$ cat src/rtl/hamming_secded_decoder_if.sv
// Handshake bundle for the (16,11) SECDED decoder.
// The master drives codewords and consumes results; the slave is the decoder.
interface hamming_secded_decoder_if #(
    parameter int CNT_W = 16
);
    logic             in_valid;
    logic             in_ready;
    logic [15:0]      code_in;
    logic             out_valid;
    logic             out_ready;
    logic [10:0]      data_out;
    logic             err_corr;
    logic             err_uncorr;
    logic [3:0]       syndrome_out;
    logic             cnt_clr;
    logic [CNT_W-1:0] corr_cnt;
    logic [CNT_W-1:0] uncorr_cnt;

    modport master (
        output in_valid, code_in, out_ready, cnt_clr,
        input  in_ready, out_valid, data_out, err_corr,
        input  err_uncorr, syndrome_out, corr_cnt, uncorr_cnt
    );

    modport slave (
        input  in_valid, code_in, out_ready, cnt_clr,
        output in_ready, out_valid, data_out, err_corr,
        output err_uncorr, syndrome_out, corr_cnt, uncorr_cnt
    );
endinterface

$ cat src/rtl/hamming_secded_decoder.sv
// Two-stage (16,11) SECDED decoder: S1 computes syndrome/parity, S2 fixes.
// Define HAMMING_ERR_CNT_EN to build the saturating error counters.
module hamming_secded_decoder #(
    parameter int CNT_W = 16
) (
    input logic                     clk,
    input logic                     rst,
    hamming_secded_decoder_if.slave bus
);

    function automatic logic [3:0] syn_of(input logic [15:0] c);
        logic [3:0] s;
        s = '0;
        for (int k = 0; k < 16; k++) begin
            if (c[4'(k)]) s ^= 4'(k);
        end
        return s;
    endfunction

    // Data lives at every position that is not a power of two (or zero).
    function automatic logic [10:0] extract(input logic [15:0] c);
        logic [10:0] d;
        int          j;
        d = '0;
        j = 0;
        for (int k = 0; k < 16; k++) begin
            if ((k & (k - 1)) != 0) begin
                d[4'(j)] = c[4'(k)];
                j++;
            end
        end
        return d;
    endfunction

    logic        s1_valid_q;
    logic [15:0] s1_code_q;
    logic [3:0]  s1_syn_q;
    logic        s1_par_q;

    logic        s2_valid_q;
    logic [10:0] data_q;
    logic        corr_q;
    logic        uncorr_q;
    logic [3:0]  syn_q;

    logic [15:0] fix_d;
    logic [10:0] data_d;
    logic        corr_d;
    logic        uncorr_d;

    logic s1_adv;
    logic s1_ld;
    logic xfer;

    assign s1_adv = !s2_valid_q || bus.out_ready;
    assign s1_ld  = !s1_valid_q || s1_adv;
    assign xfer   = s2_valid_q && bus.out_ready;

    always_comb begin
        fix_d    = '0;
        corr_d   = 1'b0;
        uncorr_d = 1'b0;
        unique case (1'b1)
            (s1_syn_q == 4'd0 && !s1_par_q): begin
                corr_d = 1'b0;
            end
            (s1_syn_q != 4'd0 && s1_par_q): begin
                fix_d  = 16'd1 << s1_syn_q;
                corr_d = 1'b1;
            end
            (s1_syn_q == 4'd0 && s1_par_q): begin
                corr_d = 1'b1;
            end
            default: begin
                uncorr_d = 1'b1;
            end
        endcase
        data_d = extract(s1_code_q ^ fix_d);
    end

    always_ff @(posedge clk or posedge rst) begin
        if (rst) begin
            s1_valid_q <= 1'b0;
            s1_code_q  <= '0;
            s1_syn_q   <= '0;
            s1_par_q   <= 1'b0;
            s2_valid_q <= 1'b0;
            data_q     <= '0;
            corr_q     <= 1'b0;
            uncorr_q   <= 1'b0;
            syn_q      <= '0;
        end else begin
            if (s1_ld) begin
                s1_valid_q <= bus.in_valid;
                if (bus.in_valid) begin
                    s1_code_q <= bus.code_in;
                    s1_syn_q  <= syn_of(bus.code_in);
                    s1_par_q  <= ^bus.code_in;
                end
            end
            if (s1_adv) begin
                s2_valid_q <= s1_valid_q;
                if (s1_valid_q) begin
                    data_q   <= data_d;
                    corr_q   <= corr_d;
                    uncorr_q <= uncorr_d;
                    syn_q    <= s1_syn_q;
                end
            end
        end
    end

    assign bus.in_ready     = s1_ld;
    assign bus.out_valid    = s2_valid_q;
    assign bus.data_out     = data_q;
    assign bus.err_corr     = corr_q;
    assign bus.err_uncorr   = uncorr_q;
    assign bus.syndrome_out = syn_q;

`ifdef HAMMING_ERR_CNT_EN
    logic [CNT_W-1:0] corr_cnt_q;
    logic [CNT_W-1:0] corr_cnt_d;
    logic [CNT_W-1:0] uncorr_cnt_q;
    logic [CNT_W-1:0] uncorr_cnt_d;

    always_comb begin
        corr_cnt_d   = corr_cnt_q;
        uncorr_cnt_d = uncorr_cnt_q;
        if (bus.cnt_clr) begin
            corr_cnt_d   = '0;
            uncorr_cnt_d = '0;
        end else if (xfer) begin
            if (corr_q && corr_cnt_q != '1)
                corr_cnt_d = corr_cnt_q + CNT_W'(1);
            if (uncorr_q && uncorr_cnt_q != '1)
                uncorr_cnt_d = uncorr_cnt_q + CNT_W'(1);
        end
    end

    always_ff @(posedge clk or posedge rst) begin
        if (rst) begin
            corr_cnt_q   <= '0;
            uncorr_cnt_q <= '0;
        end else begin
            corr_cnt_q   <= corr_cnt_d;
            uncorr_cnt_q <= uncorr_cnt_d;
        end
    end

    assign bus.corr_cnt   = corr_cnt_q;
    assign bus.uncorr_cnt = uncorr_cnt_q;
`else
    logic unused_cnt;
    assign unused_cnt     = bus.cnt_clr ^ xfer;
    assign bus.corr_cnt   = '0;
    assign bus.uncorr_cnt = '0;
`endif

endmodule

$ cat src/flat_wrapper.sv
// flat-port wrapper written by rule: the top's interface ports become plain ports
module hamming_secded_decoder_flat 
#(
    parameter int CNT_W = 16
)
  (clk, rst, bus_in_valid, bus_code_in, bus_out_ready, bus_cnt_clr, bus_in_ready, bus_out_valid, bus_data_out, bus_err_corr, bus_err_uncorr, bus_syndrome_out, bus_corr_cnt, bus_uncorr_cnt);
  hamming_secded_decoder_if #(.CNT_W(CNT_W)) bus_i ();
  input logic clk;
  input logic rst;
  input wire logic [$bits(bus_i.in_valid)-1:0] bus_in_valid;
  input wire logic [$bits(bus_i.code_in)-1:0] bus_code_in;
  input wire logic [$bits(bus_i.out_ready)-1:0] bus_out_ready;
  input wire logic [$bits(bus_i.cnt_clr)-1:0] bus_cnt_clr;
  output wire logic [$bits(bus_i.in_ready)-1:0] bus_in_ready;
  output wire logic [$bits(bus_i.out_valid)-1:0] bus_out_valid;
  output wire logic [$bits(bus_i.data_out)-1:0] bus_data_out;
  output wire logic [$bits(bus_i.err_corr)-1:0] bus_err_corr;
  output wire logic [$bits(bus_i.err_uncorr)-1:0] bus_err_uncorr;
  output wire logic [$bits(bus_i.syndrome_out)-1:0] bus_syndrome_out;
  output wire logic [$bits(bus_i.corr_cnt)-1:0] bus_corr_cnt;
  output wire logic [$bits(bus_i.uncorr_cnt)-1:0] bus_uncorr_cnt;
  assign bus_i.in_valid = bus_in_valid;
  assign bus_i.code_in = bus_code_in;
  assign bus_i.out_ready = bus_out_ready;
  assign bus_i.cnt_clr = bus_cnt_clr;
  assign bus_in_ready = bus_i.in_ready;
  assign bus_out_valid = bus_i.out_valid;
  assign bus_data_out = bus_i.data_out;
  assign bus_err_corr = bus_i.err_corr;
  assign bus_err_uncorr = bus_i.err_uncorr;
  assign bus_syndrome_out = bus_i.syndrome_out;
  assign bus_corr_cnt = bus_i.corr_cnt;
  assign bus_uncorr_cnt = bus_i.uncorr_cnt;
  hamming_secded_decoder #(.CNT_W(CNT_W)) u_core (.clk(clk), .rst(rst), .bus(bus_i));
endmodule
$ cat config.mk
export PLATFORM = sky130hd
export DESIGN_NAME = hamming_secded_decoder_flat
export DESIGN_NICKNAME = d
export VERILOG_FILES = /design/src/rtl/hamming_secded_decoder_if.sv /design/src/rtl/hamming_secded_decoder.sv /design/src/flat_wrapper.sv
export SDC_FILE = /design/constraint.sdc
export NUM_CORES = 1
export LEC_CHECK = 0
export CAP_MARGIN = 20
export CORE_ASPECT_RATIO = 0.75
export CORE_UTILIZATION = 61
export DETAILED_ROUTE_END_ITERATION = 12
export DONT_BUFFER_PORTS = 1
export GPL_ROUTABILITY_DRIVEN = 1
export PLACE_DENSITY = 0.77
export SLEW_MARGIN = 20
export SYNTH_ARGS = -nofsm -noshare
export SYNTH_HDL_FRONTEND = slang
export SYNTH_SLANG_ARGS = --single-unit
$ cat constraint.sdc
create_clock -name clk -period 1.4 [get_ports clk]
set_input_delay 0.07 -clock clk [delete_from_list [all_inputs] [get_ports clk]]
set_output_delay 0.07 -clock clk [all_outputs]
set_load 0.03 [all_outputs]
* Yosys cells after proc, flatten, opt, wreduce, memory -nomap -nowiden
Index checks and enable logic that the tools add are counted.
Operators by class: mux-type cells 24, shift operators 1, bitwise operators 8, reduce and logical (&&, ||, !) cells 15
Operators with widths (number):
- $mux 4 | 14
- $reduce_xor 16->1 | 1
- $mux 3 | 4
- $mux 8 | 1
- $shl 1x4->8 const A | 1
- $xor 8x8->8 | 1
- $not 2->2 | 3
- $logic_not 4->1 | 1
- $mux 2 | 2
- $reduce_and 2->1 | 2
- $reduce_bool 4->1 | 1
- $logic_and 1x1->1 | 3
- $logic_not 1->1 | 3
- $mux 1 | 3
- $not 1->1 | 3
- $not 3->3 | 1
- $reduce_or 3->1 | 1
- $logic_or 1x1->1 | 2
- $reduce_or 2->1 | 1
Word-level totals: register bits 25, bits of input ports 21, output and inout bits 51, word-level logic and storage cells 57

* Depth between registers and ports, before layout
word-level depth 30, mapped depth 5, mapped depth without buffers 5

* Worst setup path after synthesis
Ideal clock, no wire load.
path type reg2reg, from reg u_core.s2_valid_q, in the netlist u_core.bus.out_valid, to reg u_core.s1_code_q[3], data required time 1.275 ns, buffers on the path 1, stages on the path, launching flop included 5, slack -0.299 ns, data arrival time 1.574 ns, setup time 0.125 ns, period minus slack after synthesis 1.699 ns, cells stage by stage dfrtp_1 -> nand3b_1 -> nand2_1 -> buf_2 -> mux2_2
On the way: longest elaborated chain between the ends 4
RTL lines:
- start: declaration | RTL line hamming_secded_decoder.sv:40 | logic s2_valid_q;
- start signal: assignment | RTL line hamming_secded_decoder.sv:102 | s2_valid_q <= s1_valid_q;
- $logic_not 1->1 | RTL line hamming_secded_decoder.sv:55 | assign s1_adv = !s2_valid_q || bus.out_ready;
- $logic_or 1x1->1 | RTL line hamming_secded_decoder.sv:55
- $logic_or 1x1->1 | RTL line hamming_secded_decoder.sv:56 | assign s1_ld = !s1_valid_q || s1_adv;
- net bus_in_ready | RTL line flat_wrapper.sv:14 | output wire logic [$bits(bus_i.in_ready)-1:0] bus_in_ready;
- $reduce_and 2->1 (no source line)
- end signal: assignment | RTL line hamming_secded_decoder.sv:96 | s1_code_q <= bus.code_in;
- end: declaration | RTL line hamming_secded_decoder.sv:36 | logic [15:0] s1_code_q;
The timed path passes the listed nets, and every way through them passes these cells. A chain may end at the register's enable or synchronous reset.

* Final worst setup path
from reg u_core.s2_valid_q, in the netlist u_core.bus.out_valid, to reg u_core.s1_par_q
On the way: longest elaborated chain between the ends 4
RTL lines:
- $logic_not 1->1 | RTL line hamming_secded_decoder.sv:55
- $logic_or 1x1->1 | RTL line hamming_secded_decoder.sv:55
- $logic_or 1x1->1 | RTL line hamming_secded_decoder.sv:56
- $reduce_and 2->1 (no source line)
- end signal: assignment | RTL line hamming_secded_decoder.sv:98 | s1_par_q <= ^bus.code_in;
- end: declaration | RTL line hamming_secded_decoder.sv:38 | logic s1_par_q;
No other way between the ends.

==> results.json <==
{
  "period_minus_slack_ns": 1.21,
  "post_drt_wl_per_cell_um": 11.4,
  "dieArea_sq_mm": 0.00223,
  "cts_tree": "built",
  "hold_class": "in2reg",
  "grt_busiest_layer": "met2",
  "drc": 0,
  "fin_crit_sh_pct": 86.3,
  "worstHoldStart": "bus_code_in[6]",
  "cp_max_fo": 11,
  "netlist.area_leader.share_pct": 38.1,
  "sw_frac_of_total_pct": 43.4,
  "final_nets": 156,
  "num_rows": 13,
  "max_cap_viol_count": 0,
  "synthCells": 123,
  "power_switching_mw": 0.788,
  "cts_sinks": 19,
  "critPathKind": "reg2reg",
  "ctsRootBufferMaster": "clkbuf_4",
  "startpoint": "u_core.bus.out_valid",
  "fin_util_pct": 68.9,
  "cts_buffers": 3,
  "tightestPinTransition_ns": 0.664,
  "final_layout_size_suffix_gt1_share_pct": 13.4,
  "clock_skew_ns": 0.0124,
  "p_int_mw": 1.03,
  "routed_wl_um": 1780,
  "layout_commonest_cell": "conb_1",
  "gp_congestion": 0.726,
  "drt_iter0_drc": 2,
  "post_cts_buffers": 0,
  "setup_slack_ns": 0.192,
  "antenna_found_initial": 0,
  "max_clock_freq_ghz": 0.828,
  "syn2layout_area_growth_pct": 0.602,
  "critical_path_arrival_ns": 1.41,
  "vias": 710,
  "diodes": 0,
  "synthesis.area_sq_mm": 0.00125,
  "clockBufferDepth": 2,
  "p_comb_share_pct": 28.8,
  "grt_max_degree": 20,
  "p_leak_nw": 0.593,
  "rsz0062_at_grt": "false",
  "die_w_um": 54.2,
  "ys_types": 17,
  "firstDrtPassIters": 2,
  "clk_pin_slew_ns": 0.11,
  "fin_area_sq_mm": 0.00125,
  "vdd.ir_drop.worst_mv": 0.876,
  "ant_nets": 0,
  "setup_violations": 0,
  "synth_area_leaders": "dfrtp_1 38%, buf_4 24%, xnor2_1 11%",
  "via_per_inst": 4.55,
  "htreeDepth": 1,
  "ys_seq_area_share_pct": 38.1,
  "worst-endpoint-required_ns": 1.60,
  "start_util_pct": 68.5,
  "gr-total-overflow": 0,
  "fin_tns_setup_ns": 0,
  "rrSetupSlack_ns": 0.19,
  "grt_use_met1_pct": 19.1,
  "insertion_delay_ns": 0.32,
  "grtUsageMet2_pct": 34.1,
  "grtUsageMet3_pct": 4.81,
  "dp.final_hpwl_um": 1340,
  "grt_pass1_vias": 603,
  "p_clk_share_pct": 15.6,
  "yosys.area.top_type": "dfrtp_1",
  "final_cell_mix": "40 x conb_1, 18 x dfrtp_1, 16 x xnor2_1, 9 x nand2_1, 8 x xor2_1",
  "p_seq_share_pct": 55.6,
  "gr-usage-all-layers_pct": 18.2,
  "die_h_um": 41.2,
  "maxSlewViolCount": 0,
  "yosys_warnings": 0,
  "ios": 72,
  "place_ws_ns": 0.249,
  "synth.avg_cell_area_sq_um": 10.1,
  "slew_headroom_pct": 55.7,
  "reg2reg_from": "u_core.bus.out_valid",
  "ys_ff_latch": 19,
  "end_kind": "flop",
  "io_buffers": 0,
  "hold_violations": 0,
  "core_sq_mm": 0.00182,
  "outcome": "complete, no violations",
  "grt_pass1_wl_um": 2660,
  "power_density_mw_per_mm2": 1440,
  "place_area_sq_mm": 0.00116,
  "cp-start-kind": "flop"
}
power by group through the flow:
| stage | sequential [mW] | clock (mW) | combinational [mW] |
|---|---|---|---|
| 2_1_floorplan | 0.983 | 0 | 0.545 |
| 3_3_place_gp | 1.01 | 0 | 0.492 |
| 3_5_place_dp | 1.02 | 0 | 0.505 |
| 4_1_cts | 1.01 | 0.285 | 0.525 |
| 5_1_grt | 1.04 | 0.315 | 0.573 |
| 6_report | 1.01 | 0.282 | 0.522 |
worst paths after layout:
kind	to	cells after the start
worst max-delay path	u_core.s1_par_q	3
worst min-delay path	u_core.s1_syn_q[1]	3
worst max register to register	u_core.s1_par_q	3
worst min register to register	u_core.bus.out_valid	1
max in group asynchronous	u_core.bus.out_valid	2
min in group asynchronous	u_core.bus.syndrome_out[2]	2
Yosys cell counts:
library cell	count
xnor2_1	16
nand4_1	1
dfrtp_1	19
nor3_1	1
nand2_1	10
nand2b_1	3
inv_1	1
mux2_2	9
clkbuf_1	1
nand4b_1	3
conb_1	1
nand3b_1	1
o31ai_1	1
xor2_1	8
buf_4	40
buf_2	1
o21ai_0	7
metal layers:
metal	part of all wire (%)	up-vias
li1	-	340
met1	38	313
met2	50	54
met3	11	3
met4	1.2	0
met5	0	-
area by class of cell:
class | count | area (sq um)
clock buffer | 3 | 22.5
clock inverter | 1 | 5.00
inverter | 1 | 3.75
multi-input combinational | 100 | 627
sequential | 19 | 477
tap | 22 | 27.5
timing repair buffer | 10 | 92.6
fill | 147 | 567
critical path: stages (launching register included):
cell and delay [ns]:
dfrtp_2 0.43, nand3b_1 0.13, nand2_2 0.19, mux2_4 0.34
registers in the layout, summed over array words and instances (netlist names):
name	cells
u_core.s1_valid_q	1
u_core.bus.err_corr	1
u_core.bus.err_uncorr	1
u_core.s1_syn_q	3
u_core.s1_code_q	4
u_core.bus.syndrome_out	3
u_core.s1_par_q	1
u_core.bus.data_out	4
u_core.bus.out_valid	1
what timing repair did:
action | 4_1_cts | 5_1_grt
endpoints found under the hold margin | 25 | 0
gates resized for setup | 0 | 0
endpoints found under the setup margin | 0 | 0
hold buffers | 7 | 0
stage by stage:
stage | hold slack [ns] | std cells | power (mW)
after global placement | 0.0836 | 145 | 1.50
after CTS | 0.0327 | 156 | 1.82
after global routing | 0.0517 | 156 | 1.93
after floorplan | 0.0211 | 162 | 1.53
after detailed placement | 0.0947 | 145 | 1.53
final | 0.0231 | 156 | 1.81
cells by family (layout without fill, tap and decap cells):
kind of cell / after synthesis / after routing / share of synthesized area, %
muxes: 9 / 9 / 8.12
xor gates and xnor gates: 24 / 24 / 16.9
AOI/OAI and AO/OA: 8 / 8 / 3.41
and+or+nand+nor: 19 / 19 / 8.13
other: 1 / 40 / 0.301
buffers and inverters: 43 / 15 / 25.1
DFF: 19 / 19 / 38.1
No activity file was read; power rests on OpenSTA's default activity.
